### src/rtl/alu_op_sequencer.sv
// Request/response front end for the combinational ALU: runs single-pass ops directly
// and builds multi-bit shifts from repeated 1-bit ALU shift passes.
module alu_op_sequencer #(
   parameter int WIDTH = 32,
   parameter int OPW   = 7,
   parameter int SHW   = 5
) (
   input  logic             clk,
   input  logic             reset,
   input  logic             reqValid,
   output logic             reqReady,
   input  logic [OPW-1:0]   reqOp,
   input  logic [WIDTH-1:0] reqA,
   input  logic [WIDTH-1:0] reqB,
   output logic [WIDTH-1:0] aluA,
   output logic [WIDTH-1:0] aluB,
   output logic [OPW-1:0]   aluCtrl,
   input  logic [WIDTH-1:0] aluResult,
   input  logic [4:0]       aluFlags,
   output logic             respValid,
   input  logic             respReady,
   output logic [WIDTH-1:0] respData,
   output logic [4:0]       respFlags,
   output logic             respErr,
   output logic             busy
);

   typedef enum logic [1:0] {S_IDLE, S_EXEC, S_SHIFT, S_DONE} state_t;

   localparam logic [OPW-1:0] OP_SUB = OPW'(4);
   localparam logic [OPW-1:0] OP_SHL = OPW'(5);
   localparam logic [OPW-1:0] OP_SHR = OPW'(6);

   state_t           state_q, state_d;
   logic [SHW-1:0]   cnt_q, cnt_d;
   logic [WIDTH-1:0] alu_a_q, alu_a_d;
   logic [WIDTH-1:0] alu_b_q, alu_b_d;
   logic [OPW-1:0]   alu_ctrl_q, alu_ctrl_d;
   logic [WIDTH-1:0] resp_data_q, resp_data_d;
   logic [4:0]       resp_flags_q, resp_flags_d;
   logic             resp_err_q, resp_err_d;
   logic             resp_valid_q, resp_valid_d;
   logic             req_ready_q, req_ready_d;
   logic             busy_q, busy_d;

   always_comb begin
      state_d      = state_q;
      cnt_d        = cnt_q;
      alu_a_d      = alu_a_q;
      alu_b_d      = alu_b_q;
      alu_ctrl_d   = alu_ctrl_q;
      resp_data_d  = resp_data_q;
      resp_flags_d = resp_flags_q;
      resp_err_d   = resp_err_q;

      case (state_q)
         S_IDLE: begin
            if (reqValid && req_ready_q) begin
               if (reqOp <= OP_SUB) begin
                  alu_a_d    = reqA;
                  alu_b_d    = reqB;
                  alu_ctrl_d = reqOp;
                  state_d    = S_EXEC;
               end else if (reqOp == OP_SHL || reqOp == OP_SHR) begin
                  cnt_d = reqB[SHW-1:0];
                  if (reqB[SHW-1:0] != '0) begin
                     // The ALU A register doubles as the shift working register.
                     alu_a_d    = reqA;
                     alu_b_d    = '0;
                     alu_ctrl_d = reqOp;
                     state_d    = S_SHIFT;
                  end else begin
                     resp_data_d  = reqA;
                     resp_flags_d = '0;
                     resp_err_d   = 1'b0;
                     state_d      = S_DONE;
                  end
               end else begin
                  resp_data_d  = '0;
                  resp_flags_d = '0;
                  resp_err_d   = 1'b1;
                  state_d      = S_DONE;
               end
            end
         end
         S_EXEC: begin
            resp_data_d  = aluResult;
            resp_flags_d = aluFlags;
            resp_err_d   = 1'b0;
            state_d      = S_DONE;
         end
         S_SHIFT: begin
            alu_a_d = aluResult;
            cnt_d   = cnt_q - SHW'(1);
            if (cnt_q == SHW'(1)) begin
               resp_data_d  = aluResult;
               resp_flags_d = aluFlags;
               resp_err_d   = 1'b0;
               state_d      = S_DONE;
            end
         end
         S_DONE: begin
            if (respReady) begin
               resp_err_d = 1'b0;
               state_d    = S_IDLE;
            end
         end
         default: state_d = S_IDLE;
      endcase

      // Handshake/status outputs are registered views of the next state.
      req_ready_d  = (state_d == S_IDLE);
      busy_d       = (state_d != S_IDLE);
      resp_valid_d = (state_d == S_DONE);
   end

   always_ff @(posedge clk) begin
      if (reset) begin
         state_q      <= S_IDLE;
         cnt_q        <= '0;
         alu_a_q      <= '0;
         alu_b_q      <= '0;
         alu_ctrl_q   <= '0;
         resp_data_q  <= '0;
         resp_flags_q <= '0;
         resp_err_q   <= 1'b0;
         resp_valid_q <= 1'b0;
         req_ready_q  <= 1'b1;
         busy_q       <= 1'b0;
      end else begin
         state_q      <= state_d;
         cnt_q        <= cnt_d;
         alu_a_q      <= alu_a_d;
         alu_b_q      <= alu_b_d;
         alu_ctrl_q   <= alu_ctrl_d;
         resp_data_q  <= resp_data_d;
         resp_flags_q <= resp_flags_d;
         resp_err_q   <= resp_err_d;
         resp_valid_q <= resp_valid_d;
         req_ready_q  <= req_ready_d;
         busy_q       <= busy_d;
      end
   end

   assign reqReady  = req_ready_q;
   assign aluA      = alu_a_q;
   assign aluB      = alu_b_q;
   assign aluCtrl   = alu_ctrl_q;
   assign respValid = resp_valid_q;
   assign respData  = resp_data_q;
   assign respFlags = resp_flags_q;
   assign respErr   = resp_err_q;
   assign busy      = busy_q;

endmodule
### config.mk
export PLATFORM = sky130hd
export DESIGN_NAME = alu_op_sequencer
export DESIGN_NICKNAME = d
export VERILOG_FILES = /design/src/rtl/alu_op_sequencer.sv
export SDC_FILE = /design/constraint.sdc
export NUM_CORES = 1
export LEC_CHECK = 0
export ABC_AREA = 1
export CAP_MARGIN = 5
export CORE_MARGIN = 10
export CORE_UTILIZATION = 44
export CTS_CLUSTER_SIZE = 24
export DETAILED_ROUTE_END_ITERATION = 12
export MAX_ROUTING_LAYER = met4
export PLACE_DENSITY = 0.83
export SKIP_CTS_REPAIR_TIMING = 1
export SYNTH_ARGS = -nofsm -noshare
export SYNTH_HDL_FRONTEND = slang
export SYNTH_SLANG_ARGS = --single-unit
### constraint.sdc
create_clock -name clk -period 2.2 [get_ports clk]
set_input_delay 0.22 -clock clk [delete_from_list [all_inputs] [get_ports clk]]
set_output_delay 0.22 -clock clk [all_outputs]
set_load 0.01 [all_outputs]
* Word level (Yosys, flattened, before mapping)
Index checks and enable logic that the tools add are counted.
Word-level totals: register bits 119, word-level logic and storage cells 84
Operators by class: order comparisons 1, mux-type cells 41, $add $sub $neg 1, reduce and logical (&&, ||, !) cells 15, equality and inequality tests 15
Operators with widths (number):
- 32-bit 2-to-1 mux | 12
- 32-bit case mux with 3 select lines | 1
- 32-bit case mux with 2 select lines | 1
- 5-bit 2-to-1 mux | 8
- 7-bit 2-to-1 mux | 3
- 5-bit case mux with 3 select lines | 1
- 7-bit by 3-bit equality test with 1-bit output, second input constant | 2
- 4-bit AND reduction | 3
- 2-bit 2-to-1 mux | 5
- 2-bit inequality test, second input constant | 5
- 5-bit case mux with 2 select lines | 1
- 5-bit AND reduction | 2
- 3-bit inequality test, second input constant | 3
- 2-bit case mux with 4 select lines | 1
- 2-bit nonzero test | 4
- 7-bit by 3-bit <= comparator with 1-bit output, second input constant | 1
- 1-bit 2-to-1 mux | 7
- 2-bit equality test, second input constant | 3
- 5-bit by 1-bit equality test with 1-bit output, second input constant | 1
- 5-bit nonzero test | 1
- 5-bit by 1-bit subtractor with 5-bit output, second input constant | 1
- 2-bit logical NOT | 2
- 1-bit case mux with 4 select lines | 1
- 3-bit nonzero test | 1
- 3 further kinds | 3

* Logic depth before layout (Yosys ltp)
depth in word-level cells 7, depth in mapped cells 11, gate-level depth less buffers 10

* Worst setup path after synthesis
OpenSTA, ideal clock, no wires.
path type register to register, from register state_q[0], to register resp_data_q[30], in the netlist respData[30], library setup time 65 ps, path buffers 3, stages on the path, launching flop included 10, data arrival time 1564 ps, clock period less this slack 1628 ps, setup slack 572 ps, cell sequence dfxtp_1 inv_1 ha_1 buf_2 buf_2 clkbuf_1 nand2_1 nand2_1 o21ai_0 nor2_1
Between the ends: cells in the longest elaborated chain, start to end 3, elaborated cells on any way between the ends 10, classes of those cells eq/ne: 6; mux: 1; reduce/logical: 3
RTL lines:
- start: declaration | RTL line 34 | state_t state_q, state_d;
- start signal: assignment | RTL line 131 | state_q <= state_d;
- 2-bit equality test (tied with other cells) | RTL line 56 | case (state_q)
- 2-bit inequality test (no source line) (tied with other cells)
- 5-bit AND reduction (no source line)
- end signal: assignment | RTL line 136 | resp_data_q <= resp_data_d;
- end: declaration | RTL line 39 | logic [WIDTH-1:0] resp_data_q, resp_data_d;
Several ways; a longest one is shown, not always the timed one. A chain may end at the register's enable or synchronous reset.

* Worst setup path after layout
from register state_q[0], to register req_ready_q, in the netlist reqReady
Between the ends: cells in the longest elaborated chain, start to end 3, elaborated cells on any way between the ends 9, classes of those cells eq/ne: 3; mux: 4; reduce/logical: 2
RTL lines:
- 2-bit equality test (tied with other cells) | RTL line 56
- 2-bit case mux with 4 select lines (*) | RTL line 56
- 2-bit logical NOT (*) | RTL line 112 | req_ready_d = (state_d == S_IDLE);
- end signal: assignment | RTL line 140 | req_ready_q <= req_ready_d;
- end: declaration | RTL line 43 | logic req_ready_q, req_ready_d;
Every way passes the cells marked *; elsewhere a longest branch is shown, timed or not.

==> run_results.csv <==
group,metric,value,unit
pwr,p_comb_share,43.0,%
sta,period_minus_slack,1.86,ns
floorplanning,dieHeight,133,µm
layout,nets,1180,
setup_path,worst_ep_required_time,2.49,ns
grt,track_usage,20.8,%
yosys,ys_types,25,
clock_tree,clock_latency,0.41,ns
placed_design,dp.cells,1214,
yosys,async_reset_ff_share,0,%
sta,skew,0.00575,ns
yosys,ys_seq_area_share,42.3,%
setup_path,crit_type,"register to register",
layout,area_delta_synth_final,52.4,%
yosys,ys_seq_elements,119,
clock_tree,htreeDepth,4,
yosys,syn_area,5630,µm²
sta,drv_slew,0,
pwr,powerDensity,1140,nW/µm²
pwr,swShare,37.5,%
clock_tree,cts_tree,"built",
layout,stdcell_area,8580,µm²
floorplanning,start_util,44.8,%
setup_path,cp_max_fo,51,
floorplanning,die-area,17700,µm²
outcome,status,"completed",
yosys,ys.flop_type,"dfxtp_1",
yosys,post-synth-top-count-cell,"nand2_1",
placed_design,io_buffers,223,
yosys,synth_top_area_share,42.3,%
setup_path,worst_setup_path_start_kind,"register",
yosys,synth_warnings,0,
pwr,power_frac_clock,28.1,%
grt,grt_max_degree,70,
pwr,p_leak,3.60,nW
yosys,yosys.area.top_type,"dfxtp_1",
floorplanning,num_rows,41,
placed_design,dpl_cell_area,7990,µm²
floorplanning,core,12600,µm²
layout,fillers,1087,
yosys,synth_common_cells,"nand2_1, nor2_1, dfxtp_1",
yosys,yosys-top-cells-area,"dfxtp_1, nand2_1, nor2_1",
clock_tree,clockRootBuffer,"clkbuf_16",
sta,finalHoldViolations,0,
setup_path,cp.arrival,2.15,ns
route,ant_nets,0,
grt,grt_pass1_wl,29600,µm
yosys,synth-edff-count,0,
floorplanning,ioPinCount,224,
clock_tree,clockBufferDepth,2,
floorplanning,die_w,133,µm
yosys,synthCells,858,
grt,grt_overflow_total,0,
clock_tree,cts_buffers,17,
grt,antenna_found_initial,0,
grt,grt_pass1_vias,5915,
route,drc_errors,0,
sta,post-route-period-util,84.5,%
clock_tree,cts.sinks,119,
yosys,syn-num-nets,977,
sta,tns,0,ns
layout,stdcell_count,1247,
route,dr.pass1.iters,5,
setup_path,crit_path_end_kind,"register",
route,via_per_inst,4.85,
min_path,hold_class,"primary input to register",
layout,layout-drive-gt1-share,6.70,%
sta,worst_pin_slew,0.473,ns
pwr,p_switching,3.67,mW
sta,rsz0062_at_grt,"false",
placed_design,place.gp.congestion,0.841,
sta,fmax,0.538,GHz
layout,seq_area,2380,µm²
route,dr_total_vias,6047,
clock_tree,clkSlewWorstSetupHoldPaths,0.06,ns
route,drt_iter0_drc,401,
pwr,intPower,6.11,mW
layout,multi_input_area,2730,µm²
placed_design,hpwl,13100,µm
pwr,peakVddDrop,990,µV
sta,timing.slew.headroom,68.4,%
sta,setup_violations,0,
route,wl_per_cell,14.7,µm
flow_run,drv_cap,0,
pwr,seqPwrFrac,28.9,%
route,wl,18300,µm
yosys,syn_area_per_cell,6.57,µm²
==> logic make-up (layout without fill, tap and decap cells) <==
family          count (synthesis)  in the layout  synth area share [%]
compound gates                153            153                  13.9
fa+ha+maj                       7              7                  1.55
buf+inv                       119            335                  9.42
flops                         119            119                  42.3
other cells                     0              1                     0
simple gates                  460            460                  32.9
==> through the flow <==
step / hold slack (ns) / util (%) / setup slack [ns] / power, mW
5_1_grt: 0.368 / 68.3 / 0.110 / 10.5
4_1_cts: 0.366 / 68.3 / 0.347 / 9.89
6_report: 0.376 / 68.3 / 0.341 / 9.79
3_5_place_dp: 0.429 / 63.6 / 0.231 / 7.10
2_1_floorplan: 0.363 / - / 0.572 / 5.39
3_3_place_gp: 0.426 / 63.6 / 0.287 / 7.03
==> area by class of cell <==
class	instances	share of cell area, %
well taps	172	2.51
multi-input cells	620	31.7
clock inverters	14	1.78
flip-flops and latches	119	27.8
inverters	64	2.80
clock buffers	18	5.12
repair buffers	239	28.3
diodes	1	0.0292
==> power by group through the flow <==
stage / logic [mW] / clock network [mW] / registers [mW]
after global routing: 4.76 / 2.89 / 2.88
after CTS: 4.26 / 2.79 / 2.83
final: 4.21 / 2.75 / 2.83
after floorplan: 2.35 / 0 / 3.04
after detailed placement: 4.23 / 0 / 2.87
after global placement: 4.17 / 0 / 2.86
==> cell usage in the layout, fill, tap and decap left out, drive strengths merged <==
cell           count
ha                 7
clkdlybuf4s50    223
buf               16
nand3             46
nor3               2
nand2            217
dfxtp            119
diode              1
clkinvlp           4
clkbuf            18
clkinv             7
nand4              2
inv               65
bufinv             2
nor2             192
o21ai            109
a21oi             44
or2                1
==> routing by layer <==
layer	global-route usage, %	up-vias	wire (µm)
met1	23.5	2682	7710
li1	-	3100	-
met3	5.60	51	1190
met2	32.7	214	8600
met5	-	-	0
met4	11.8	0	822
==> final timing paths <==
| check | startpoint | end | slack [ns] | cells after the start |
|---|---|---|---|---|
| max | state_q[0]$_SDFF_PP0_ | reqReady$_SDFF_PP1_ | 0.34 | 10 |
| min | reqB[24] | aluB[24]$_SDFFE_PP0P_ | 0.38 | 3 |
| max reg2reg | state_q[0]$_SDFF_PP0_ | reqReady$_SDFF_PP1_ | 0.34 | 10 |
| min reg2reg | aluCtrl[3]$_SDFFE_PP0P_ | aluCtrl[3]$_SDFFE_PP0P_ | 0.44 | 2 |
==> flip-flops by register name (all words and copies together), names as in the netlist <==
| name | cells |
|---|---|
| aluA | 32 |
| aluB | 32 |
| respData | 32 |
| aluCtrl | 7 |
| cnt_q | 5 |
| respFlags | 5 |
| state_q | 2 |
| busy | 1 |
| reqReady | 1 |
| respErr | 1 |
| respValid | 1 |
==> critical path: stages, from the launching register on <==
cell     delay, ns
dfxtp_1       0.34
inv_1         0.12
ha_2          0.22
buf_4         0.41
nor2_1        0.09
o21ai_0       0.10
inv_1         0.05
o21ai_0       0.22
inv_1         0.06
nand2_1       0.06
nand2_1       0.05
No activity file was read; power rests on OpenSTA's default activity.
